File: config.mk
export PLATFORM = sky130hd
export DESIGN_NAME = set_min_delay_pipe_flat
export DESIGN_NICKNAME = d
export VERILOG_FILES = /design/src/rtl/set_min_delay_pipe_if.sv /design/src/rtl/set_min_delay_pipe.sv /design/src/flat_wrapper.sv
export SDC_FILE = /design/constraint.sdc
export NUM_CORES = 1
export LEC_CHECK = 0
export ABC_CLOCK_PERIOD_IN_PS = 1600
export CELL_PAD_IN_SITES_DETAIL_PLACEMENT = 0
export CELL_PAD_IN_SITES_GLOBAL_PLACEMENT = 1
export CORE_AREA = 8 8 79 81
export DETAILED_ROUTE_END_ITERATION = 8
export DIE_AREA = 0 0 87 89
export GPL_TIMING_DRIVEN = 1
export HOLD_SLACK_MARGIN = 0.02
export PLACE_DENSITY_LB_ADDON = 0.12
export SLEW_MARGIN = 5
export SYNTH_ARGS = -nofsm -noshare
export SYNTH_HDL_FRONTEND = slang
export SYNTH_SLANG_ARGS = --single-unit
File: constraint.sdc
create_clock -name clk1 -period 1.6 [get_ports clk1]
set_input_delay 0.32 -clock clk1 [delete_from_list [all_inputs] [get_ports clk1]]
set_output_delay 0.32 -clock clk1 [all_outputs]
set_load 0.02 [all_outputs]
File: src/rtl/set_min_delay_pipe_if.sv
// Streaming bus for set_min_delay_pipe: inbound word port1 and outbound word port2, each with valid/ready.
// A word moves only on a rising edge where valid and ready are both high; the sender must hold the word and valid until then.
interface set_min_delay_pipe_if #(
   parameter int WIDTH = 8
);
   logic [WIDTH-1:0] port1;
   logic             in_valid;
   logic             in_ready;
   logic [WIDTH-1:0] port2;
   logic             out_valid;
   logic             out_ready;

   modport master (
      output port1, in_valid, out_ready,
      input  in_ready, port2, out_valid
   );

   modport slave (
      input  port1, in_valid, out_ready,
      output in_ready, port2, out_valid
   );
endinterface

File: src/rtl/set_min_delay_pipe.sv
// Launch register u1 feeding a 2-entry capture buffer u2 through nets net1/net1_vld/net2 (hold-path target).
// Optional transfer counter compiled in by SET_MIN_DELAY_PIPE_CNT_EN; otherwise xfer_cnt is tied to 0.
module set_min_delay_pipe_launch #(
   parameter int WIDTH = 8
) (
   input  logic             clk1,
   input  logic             rst,
   input  logic [WIDTH-1:0] port1,
   input  logic             in_valid,
   output logic             in_ready,
   input  logic             net2,
   output logic [WIDTH-1:0] net1,
   output logic             net1_vld
);
   assign in_ready = !net1_vld || net2;

   always_ff @(posedge clk1 or posedge rst) begin
      if (rst) begin
         net1     <= '0;
         net1_vld <= 1'b0;
      end else if (in_valid && in_ready) begin
         net1     <= port1;
         net1_vld <= 1'b1;
      end else if (net2) begin
         net1_vld <= 1'b0;
      end
   end
endmodule

module set_min_delay_pipe_capture #(
   parameter int WIDTH = 8
) (
   input  logic             clk1,
   input  logic             rst,
   input  logic [WIDTH-1:0] net1,
   input  logic             net1_vld,
   output logic             net2,
   output logic [WIDTH-1:0] port2,
   output logic             out_valid,
   input  logic             out_ready,
   output logic [1:0]       state_dbg
);
   typedef enum logic [1:0] {
      EMPTY = 2'd0,
      ONE   = 2'd1,
      TWO   = 2'd2
   } state_t;

   state_t           state;
   state_t           state_next;
   logic [WIDTH-1:0] head;
   logic [WIDTH-1:0] tail;
   logic             push;
   logic             pop;
   logic             load_head;
   logic             load_tail;
   logic             head_from_tail;

   // Ready and valid come straight from the state register, never from inputs.
   assign net2      = (state != TWO);
   assign out_valid = (state != EMPTY);
   assign port2     = head;
   assign state_dbg = state;
   assign push      = net1_vld && net2;
   assign pop       = out_valid && out_ready;

   always_ff @(posedge clk1 or posedge rst) begin
      if (rst) state <= EMPTY;
      else     state <= state_next;
   end

   always_comb begin
      state_next     = state;
      load_head      = 1'b0;
      load_tail      = 1'b0;
      head_from_tail = 1'b0;
      case (state)
         EMPTY: begin
            if (push) begin
               state_next = ONE;
               load_head  = 1'b1;
            end
         end
         ONE: begin
            if (push && pop) begin
               load_head = 1'b1;
            end else if (push) begin
               state_next = TWO;
               load_tail  = 1'b1;
            end else if (pop) begin
               state_next = EMPTY;
            end
         end
         TWO: begin
            if (pop) begin
               state_next     = ONE;
               head_from_tail = 1'b1;
            end
         end
         default: state_next = EMPTY;
      endcase
   end

   always_ff @(posedge clk1 or posedge rst) begin
      if (rst) begin
         head <= '0;
         tail <= '0;
      end else begin
         if (load_head)           head <= net1;
         else if (head_from_tail) head <= tail;
         if (load_tail)           tail <= net1;
      end
   end
endmodule

module set_min_delay_pipe #(
   parameter int WIDTH = 8
) (
   input  logic                 clk1,
   input  logic                 rst,
   set_min_delay_pipe_if.slave  bus,
   output logic [7:0]           xfer_cnt,
   output logic [1:0]           state_dbg
);
   logic [WIDTH-1:0] net1;
   logic             net1_vld;
   logic             net2;
   logic             in_ready;
   logic [WIDTH-1:0] port2;
   logic             out_valid;

   assign bus.in_ready  = in_ready;
   assign bus.port2     = port2;
   assign bus.out_valid = out_valid;

   set_min_delay_pipe_launch #(.WIDTH(WIDTH)) u1 (
      .clk1     (clk1),
      .rst      (rst),
      .port1    (bus.port1),
      .in_valid (bus.in_valid),
      .in_ready (in_ready),
      .net2     (net2),
      .net1     (net1),
      .net1_vld (net1_vld)
   );

   set_min_delay_pipe_capture #(.WIDTH(WIDTH)) u2 (
      .clk1      (clk1),
      .rst       (rst),
      .net1      (net1),
      .net1_vld  (net1_vld),
      .net2      (net2),
      .port2     (port2),
      .out_valid (out_valid),
      .out_ready (bus.out_ready),
      .state_dbg (state_dbg)
   );

`ifdef SET_MIN_DELAY_PIPE_CNT_EN
   logic pop;
   assign pop = out_valid && bus.out_ready;

   always_ff @(posedge clk1 or posedge rst) begin
      if (rst)      xfer_cnt <= 8'd0;
      else if (pop) xfer_cnt <= xfer_cnt + 8'd1;
   end
`else
   assign xfer_cnt = 8'd0;
`endif
endmodule

File: src/flat_wrapper.sv
// flat-port wrapper written by rule: the top's interface ports become plain ports
module set_min_delay_pipe_flat 
#(
   parameter int WIDTH = 8
)
  (clk1, rst, xfer_cnt, state_dbg, bus_port1, bus_in_valid, bus_out_ready, bus_in_ready, bus_port2, bus_out_valid);
  set_min_delay_pipe_if #(.WIDTH(WIDTH)) bus_i ();
  input  logic clk1;
  input  logic rst;
  output logic [7:0] xfer_cnt;
  output logic [1:0] state_dbg;
  input wire logic [$bits(bus_i.port1)-1:0] bus_port1;
  input wire logic [$bits(bus_i.in_valid)-1:0] bus_in_valid;
  input wire logic [$bits(bus_i.out_ready)-1:0] bus_out_ready;
  output wire logic [$bits(bus_i.in_ready)-1:0] bus_in_ready;
  output wire logic [$bits(bus_i.port2)-1:0] bus_port2;
  output wire logic [$bits(bus_i.out_valid)-1:0] bus_out_valid;
  assign bus_i.port1 = bus_port1;
  assign bus_i.in_valid = bus_in_valid;
  assign bus_i.out_ready = bus_out_ready;
  assign bus_in_ready = bus_i.in_ready;
  assign bus_port2 = bus_i.port2;
  assign bus_out_valid = bus_i.out_valid;
  set_min_delay_pipe #(.WIDTH(WIDTH)) u_core (.clk1(clk1), .rst(rst), .bus(bus_i), .xfer_cnt(xfer_cnt), .state_dbg(state_dbg));
endmodule
==> impl_metrics.py, run 1 <==
metrics = {
    "timing": {
        "hold_violations": 0,
        "finalSetupViolCount": 0,
        "fin_tns_setup_ps": 0,
        "period_needed_ps": 1560,
        "fin_worst_skew_ps": 5.65,
        "slew_viol_final": 0,
        "max_freq_ghz": 0.641,
        "period_share": 0.975,
        "layout_setup_ws_ps": 40.4,
    },
    "critical_path": {
        "critPathArrivalTime_ps": 1240,
        "cp-start-kind": "register",
        "critPathTopFamily": "buffers and inverters",
        "crit_chain": "clkdlybuf4s50_1",
        "cp_slowest_cell": "clkdlybuf4s50_1",
        "max_stage_delay_ps": 610,
        "worstPathMaxFanout": 2,
        "critPathKind": "register to primary output",
        "required_ps": 1280,
        "endpoint_kind": "primary output",
        "worst-path-buf-inv": 1,
    },
    "floorplan": {
        "die_area_um2": 7740,
        "std_cell_rows": 26,
        "fp.dieH_um": 89,
        "coreArea_um2": 4980,
        "die_w_um": 87,
        "ios": 32,
        "start_util": 0.242,
    },
    "run_status": {
        "outcome": "complete, no violations",
    },
    "routing": {
        "viasPerCell": 3.90,
        "wl_per_cell_um": 13.7,
        "first_pass_iters": 3,
        "drt_iter0_drc": 24,
        "drc": 0,
        "drt-total-wl_um": 2640,
        "ant_nets": 0,
        "dr_total_vias": 753,
    },
    "global_routing": {
        "grt_max_degree": 28,
        "grt_pass1_wl_um": 4260,
        "grt_usage": 0.0717,
        "grt_pass1_vias": 816,
        "grt_overflow": 0,
        "antenna_found_initial": 0,
    },
    "power": {
        "powerDensity_nw_per_um2": 1430,
        "power.total_mw": 2.33,
        "leakage_nw": 0.727,
        "peakVddDrop_mv": 0.571,
    },
    "cells_and_area": {
        "area_growth_pct": 35.0,
        "final_cell_mix": "26 x dfrtp_1, 18 x mux2_2, 13 x clkdlybuf4s50_1",
        "num-fill-cells": 503,
        "final_area_um2": 1630,
        "multiInputGateArea_um2": 493,
        "fin_nets": 136,
        "seqCellArea_um2": 677,
        "drive_above_1_share": 0.423,
        "diodes": 0,
        "final_cells": 193,
        "layout_commonest_cell": "dfrtp_1",
    },
    "clock_network": {
        "h-tree-depth": 1,
        "cts_setup_buffers": 0,
        "cts_made_buffers": 3,
        "clkTransAtPathRegs_ps": 100,
        "clock-sinks": 27,
        "root_buffer": "clkbuf_8",
        "cts_tree": "yes",
        "clockBufferDepth": 2,
        "clk_latency_ps": 270,
    },
    "placement": {
        "dp_slack_ps": -147,
        "gp_congestion": 0.676,
        "placed_cell_area_um2": 1570,
        "dp_cells": 189,
        "dp_hpwl_um": 1890,
        "io_buffers": 23,
    },
    "logic_synthesis": {
        "syn_avg_cell_area_um2": 14.0,
        "netlist_instances": 86,
        "synth_flop_cell": "dfrtp_1",
        "ys_seq_area_frac": 0.561,
        "synth_edf_count": 0,
        "ys_seq_elements": 27,
        "ys_warn_count": 0,
        "async_flop_share": 1.00,
        "synth_area_um2": 1200,
        "ys_types": 20,
    },
    "run": {
        "maxCapViolCount": 0,
    },
    "min_path": {
        "min_path_type": "input pin to asynchronous set/reset pin",
    },
}
[path summary, 6_finish.rpt]
kind	cells after the start	to	start	slack, ps
max	1	bus_port2[4]	u_core.u2.port2[4]	40
min	3	u_core.u1.net1[4]	rst	400
max reg2reg	5	u_core.u2.tail[0]	u_core.u2.state_dbg[1]	70
min reg2reg	1	u_core.u2.tail[5]	u_core.u2.tail[5]	500
max in group asynchronous	3	u_core.u2.state_dbg[1]	rst	920
min in group clk1	1	u_core.u2.tail[5]	u_core.u2.tail[5]	500
[sequential cells by signal, summed over array words and instances, names as in the netlist]
register	cells
u_core.u1.net1	8
u_core.u1.net1_vld	1
u_core.u2.port2	8
u_core.u2.tail	8
u_core.u2.state_dbg	2
[synthesized netlist by cell type, drive strengths merged (2+ instances only)]
cell type / instances / area share
dfrtp: 27 / 0.56
mux2: 20 / 0.19
buf: 8 / 0.050
or2: 7 / 0.036
o221a: 6 / 0.056
nand2b: 3 / 0.016
mux2i: 2 / 0.017
nand2: 2 / 0.0083
nand3b: 2 / 0.023
nor2: 2 / 0.012
nor2b: 2 / 0.010
[cell families after synthesis]
group	Yosys count	share of synthesized area
flip-flops	27	0.561
multiplexers	22	0.204
AND/OR/NAND/NOR	18	0.106
AO/OA/AOI/OAI	9	0.0728
buffers and inverters	9	0.0530
other	1	0.00312
[stage by stage]
stage / hold WS [ps] / util
6_report: 401 / 0.327
5_1_grt: 439 / 0.327
4_1_cts: 424 / 0.323
3_5_place_dp: 490 / 0.315
3_3_place_gp: 484 / 0.315
2_1_floorplan: 373 / -
[metal layers]
layer | GRT usage | up-vias | routed length, µm
met4 | 0.0282 | 0 | 27
met5 | 0 | - | 0
met3 | 0.0221 | 2 | 155
met1 | 0.0883 | 371 | 1280
met2 | 0.115 | 15 | 1180
li1 | - | 365 | -
[cell type report]
class,count,share of cell area
Clock buffer,4,0.0277
Inverter,1,0.00231
Multi-Input combinational cell,57,0.303
Sequential cell,27,0.416
Tap cell,70,0.0539
Timing Repair Buffer,34,0.196
[report_power, final]
part | internal (mW) | switching [mW]
combinational | 0.489 | 0.399
sequential | 0.920 | 0.129
clock | 0.178 | 0.213
[what timing repair did]
action                                  CTS  global route
endpoints found under the hold margin     0             0
endpoints found under the setup margin    4            14
resized for setup                         7             8
hold buffers                              0             0
pin swaps                                 0             0
(Power assumes the default switching activity.)
==> inputs of run 2 (changes only) <==
--- a/config.mk
+++ b/config.mk
@@ -11,6 +11,7 @@
 export CORE_AREA = 8 8 79 81
 export DETAILED_ROUTE_END_ITERATION = 8
 export DIE_AREA = 0 0 87 89
+export DONT_BUFFER_PORTS = 1
 export GPL_TIMING_DRIVEN = 1
 export HOLD_SLACK_MARGIN = 0.02
 export PLACE_DENSITY_LB_ADDON = 0.12
==> run 2 against run 1 <==
Utilization shrank 5.1 points; wire length up 0.76%; worst setup slack better by 73 ps; maximum frequency up 4.9%; clock skew up 1.1 ps; critical path depth grew 3; global-route usage grew 0.18 points; clock-buffer cell count fell by 1; critical endpoint is now u_core.u2.port2[1]; first-iteration DRC count grew 38%; total power shrank 9.1%; combinational power fell by 39%; final area down 16%.
==> impl_metrics.py, run 2 (same netlist as run 1, synthesis figures left out) <==
metrics = {
    "cells_and_area": {
        "final_area_um2": 1370,
        "drive_above_1_share": 0.485,
        "fin_nets": 110,
        "diodes": 0,
        "layout_commonest_cell": "dfrtp_1",
        "area_growth_pct": 13.8,
        "multiInputGateArea_um2": 493,
        "final_cell_mix": "26 x dfrtp_1, 18 x mux2_2, 8 x conb_1",
        "utilization": 0.275,
        "seqCellArea_um2": 677,
        "num-fill-cells": 524,
    },
    "min_path": {
        "holdPathStages": 1,
        "whs_endpoint": "u_core.u2.state_dbg[1]",
        "worstHoldStart": "bus_out_ready",
        "min_path_type": "input pin to register",
    },
    "timing": {
        "rsz0062_at_grt": "false",
        "layout_setup_ws_ps": 113,
        "period_share": 0.929,
        "finalSetupViolCount": 0,
        "holdWs_ps": 104,
        "fin_tns_setup_ps": 0,
        "hold_violations": 0,
        "period_needed_ps": 1490,
        "max_freq_ghz": 0.673,
        "slew_viol_final": 0,
        "fin_worst_skew_ps": 6.73,
    },
    "critical_path": {
        "r2r_cells": 4,
        "crit_chain": "buf_4 -> nand3b_4 -> mux2_1 -> mux2_2",
        "max_stage_delay_ps": 420,
        "cp-start-kind": "register",
        "worstPathMaxFanout": 9,
        "critPathArrivalTime_ps": 1650,
        "r2r-start": "u_core.u2.state_dbg[0]",
        "reg2reg_slack_ps": 110,
        "reg2reg_to": "u_core.u2.port2[1]",
        "required_ps": 1760,
        "endpoint_kind": "register",
        "critPathKind": "register to register",
        "cp_slowest_cell": "dfrtp_1",
    },
    "power": {
        "power_switching_mw": 0.718,
        "powerDensity_nw_per_um2": 1550,
        "p_comb_frac": 0.255,
        "peakVddDrop_mv": 0.588,
        "p_int_mw": 1.40,
        "power_frac_seq": 0.561,
        "leakage_nw": 0.581,
        "clkPwrFrac": 0.183,
        "swShare": 0.339,
    },
    "global_routing": {
        "grt_pass1_wl_um": 4170,
        "grt_usage": 0.0735,
        "antenna_found_initial": 0,
        "grt_overflow": 0,
        "grt_pass1_vias": 758,
        "grt_max_degree": 28,
    },
    "clock_network": {
        "cts_made_buffers": 3,
        "cts_tree": "yes",
        "clockBufferDepth": 2,
        "root_buffer": "clkbuf_8",
        "clock-sinks": 27,
        "clkTransAtPathRegs_ps": 90,
        "clk_latency_ps": 270,
        "h-tree-depth": 1,
    },
    "placement": {
        "dp_slack_ps": 106,
        "io_buffers": 0,
        "placed_cell_area_um2": 1290,
        "gp_congestion": 0.660,
        "dp_hpwl_um": 1850,
    },
    "routing": {
        "ant_nets": 0,
        "viasPerCell": 4.12,
        "drt_iter0_drc": 33,
        "wl_per_cell_um": 15.9,
        "first_pass_iters": 4,
        "dr_total_vias": 688,
        "drc": 0,
        "drt-total-wl_um": 2660,
    },
    "run_status": {
        "outcome": "complete, no violations",
    },
    "floorplan": {
        "die_area_um2": 7740,
        "start_util": 0.242,
        "ios": 32,
        "coreArea_um2": 4980,
        "die_w_um": 87,
        "std_cell_rows": 26,
        "fp.dieH_um": 89,
    },
    "run": {
        "maxCapViolCount": 0,
    },
}
==> run 2: worst max-delay path by stage <==
| stage | from | endpoint |
|---|---|---|
| after global routing | u_core.u2.state_dbg[0] | u_core.u2.port2[1] |
| after CTS | u_core.u2.state_dbg[0] | bus_out_valid |
| after global placement | u_core.u2.state_dbg[1] | u_core.u2.tail[5] |
| after detailed placement | u_core.u2.state_dbg[1] | u_core.u2.tail[0] |
| final | u_core.u2.state_dbg[0] | u_core.u2.port2[1] |
| after floorplan | u_core.u2.state_dbg[1] | u_core.u1.net1[0] |
==> run 2: critical path: cells and delay by family, from the launching register on <==
kind | cells | cell delay [ps]
multiplexers | 2 | 590
AND/OR/NAND/NOR | 1 | 220
buffers and inverters | 1 | 150
flip-flops | 1 | 420
==> run 2: area by class of cell <==
class / instances / area share
Tap cell: 70 / 0.0639
Sequential cell: 27 / 0.494
Timing Repair Buffer: 8 / 0.0457
Clock inverter: 1 / 0.00365
Inverter: 1 / 0.00274
Multi-Input combinational cell: 57 / 0.360
Clock buffer: 3 / 0.0301
==> run 2: layer usage <==
metal | part of all wire | wire, µm | track usage
met3 | 0.075 | 199 | 0.0294
met5 | 0 | 0 | 0
met1 | 0.43 | 1140 | 0.0793
met4 | 0.018 | 48 | 0.0438
met2 | 0.48 | 1270 | 0.120
==> run 2: metrics by stage <==
step,total power [mW],std cells
after floorplan,1.59,93
after global placement,1.72,159
after detailed placement,1.73,159
after CTS,2.14,166
after global routing,2.27,167
final,2.12,167
==> run 2: repair_timing <==
| item | in CTS | in global routing |
|---|---|---|
| cloned | 0 | 0 |
| gates resized for setup | 1 | 1 |
| hold buffers | 1 | 0 |
| buffers inserted | 2 | 1 |
| pin swaps | 0 | 0 |
| setup endpoints to repair | 1 | 1 |
| endpoints found under the hold margin | 27 | 0 |
==> run 2: power groups by stage <==
stage	registers (mW)	clock network [mW]	logic, mW
2_1_floorplan	1.18	0	0.407
3_3_place_gp	1.22	0	0.500
3_5_place_dp	1.22	0	0.509
4_1_cts	1.20	0.410	0.533
5_1_grt	1.24	0.437	0.592
6_report	1.19	0.388	0.541
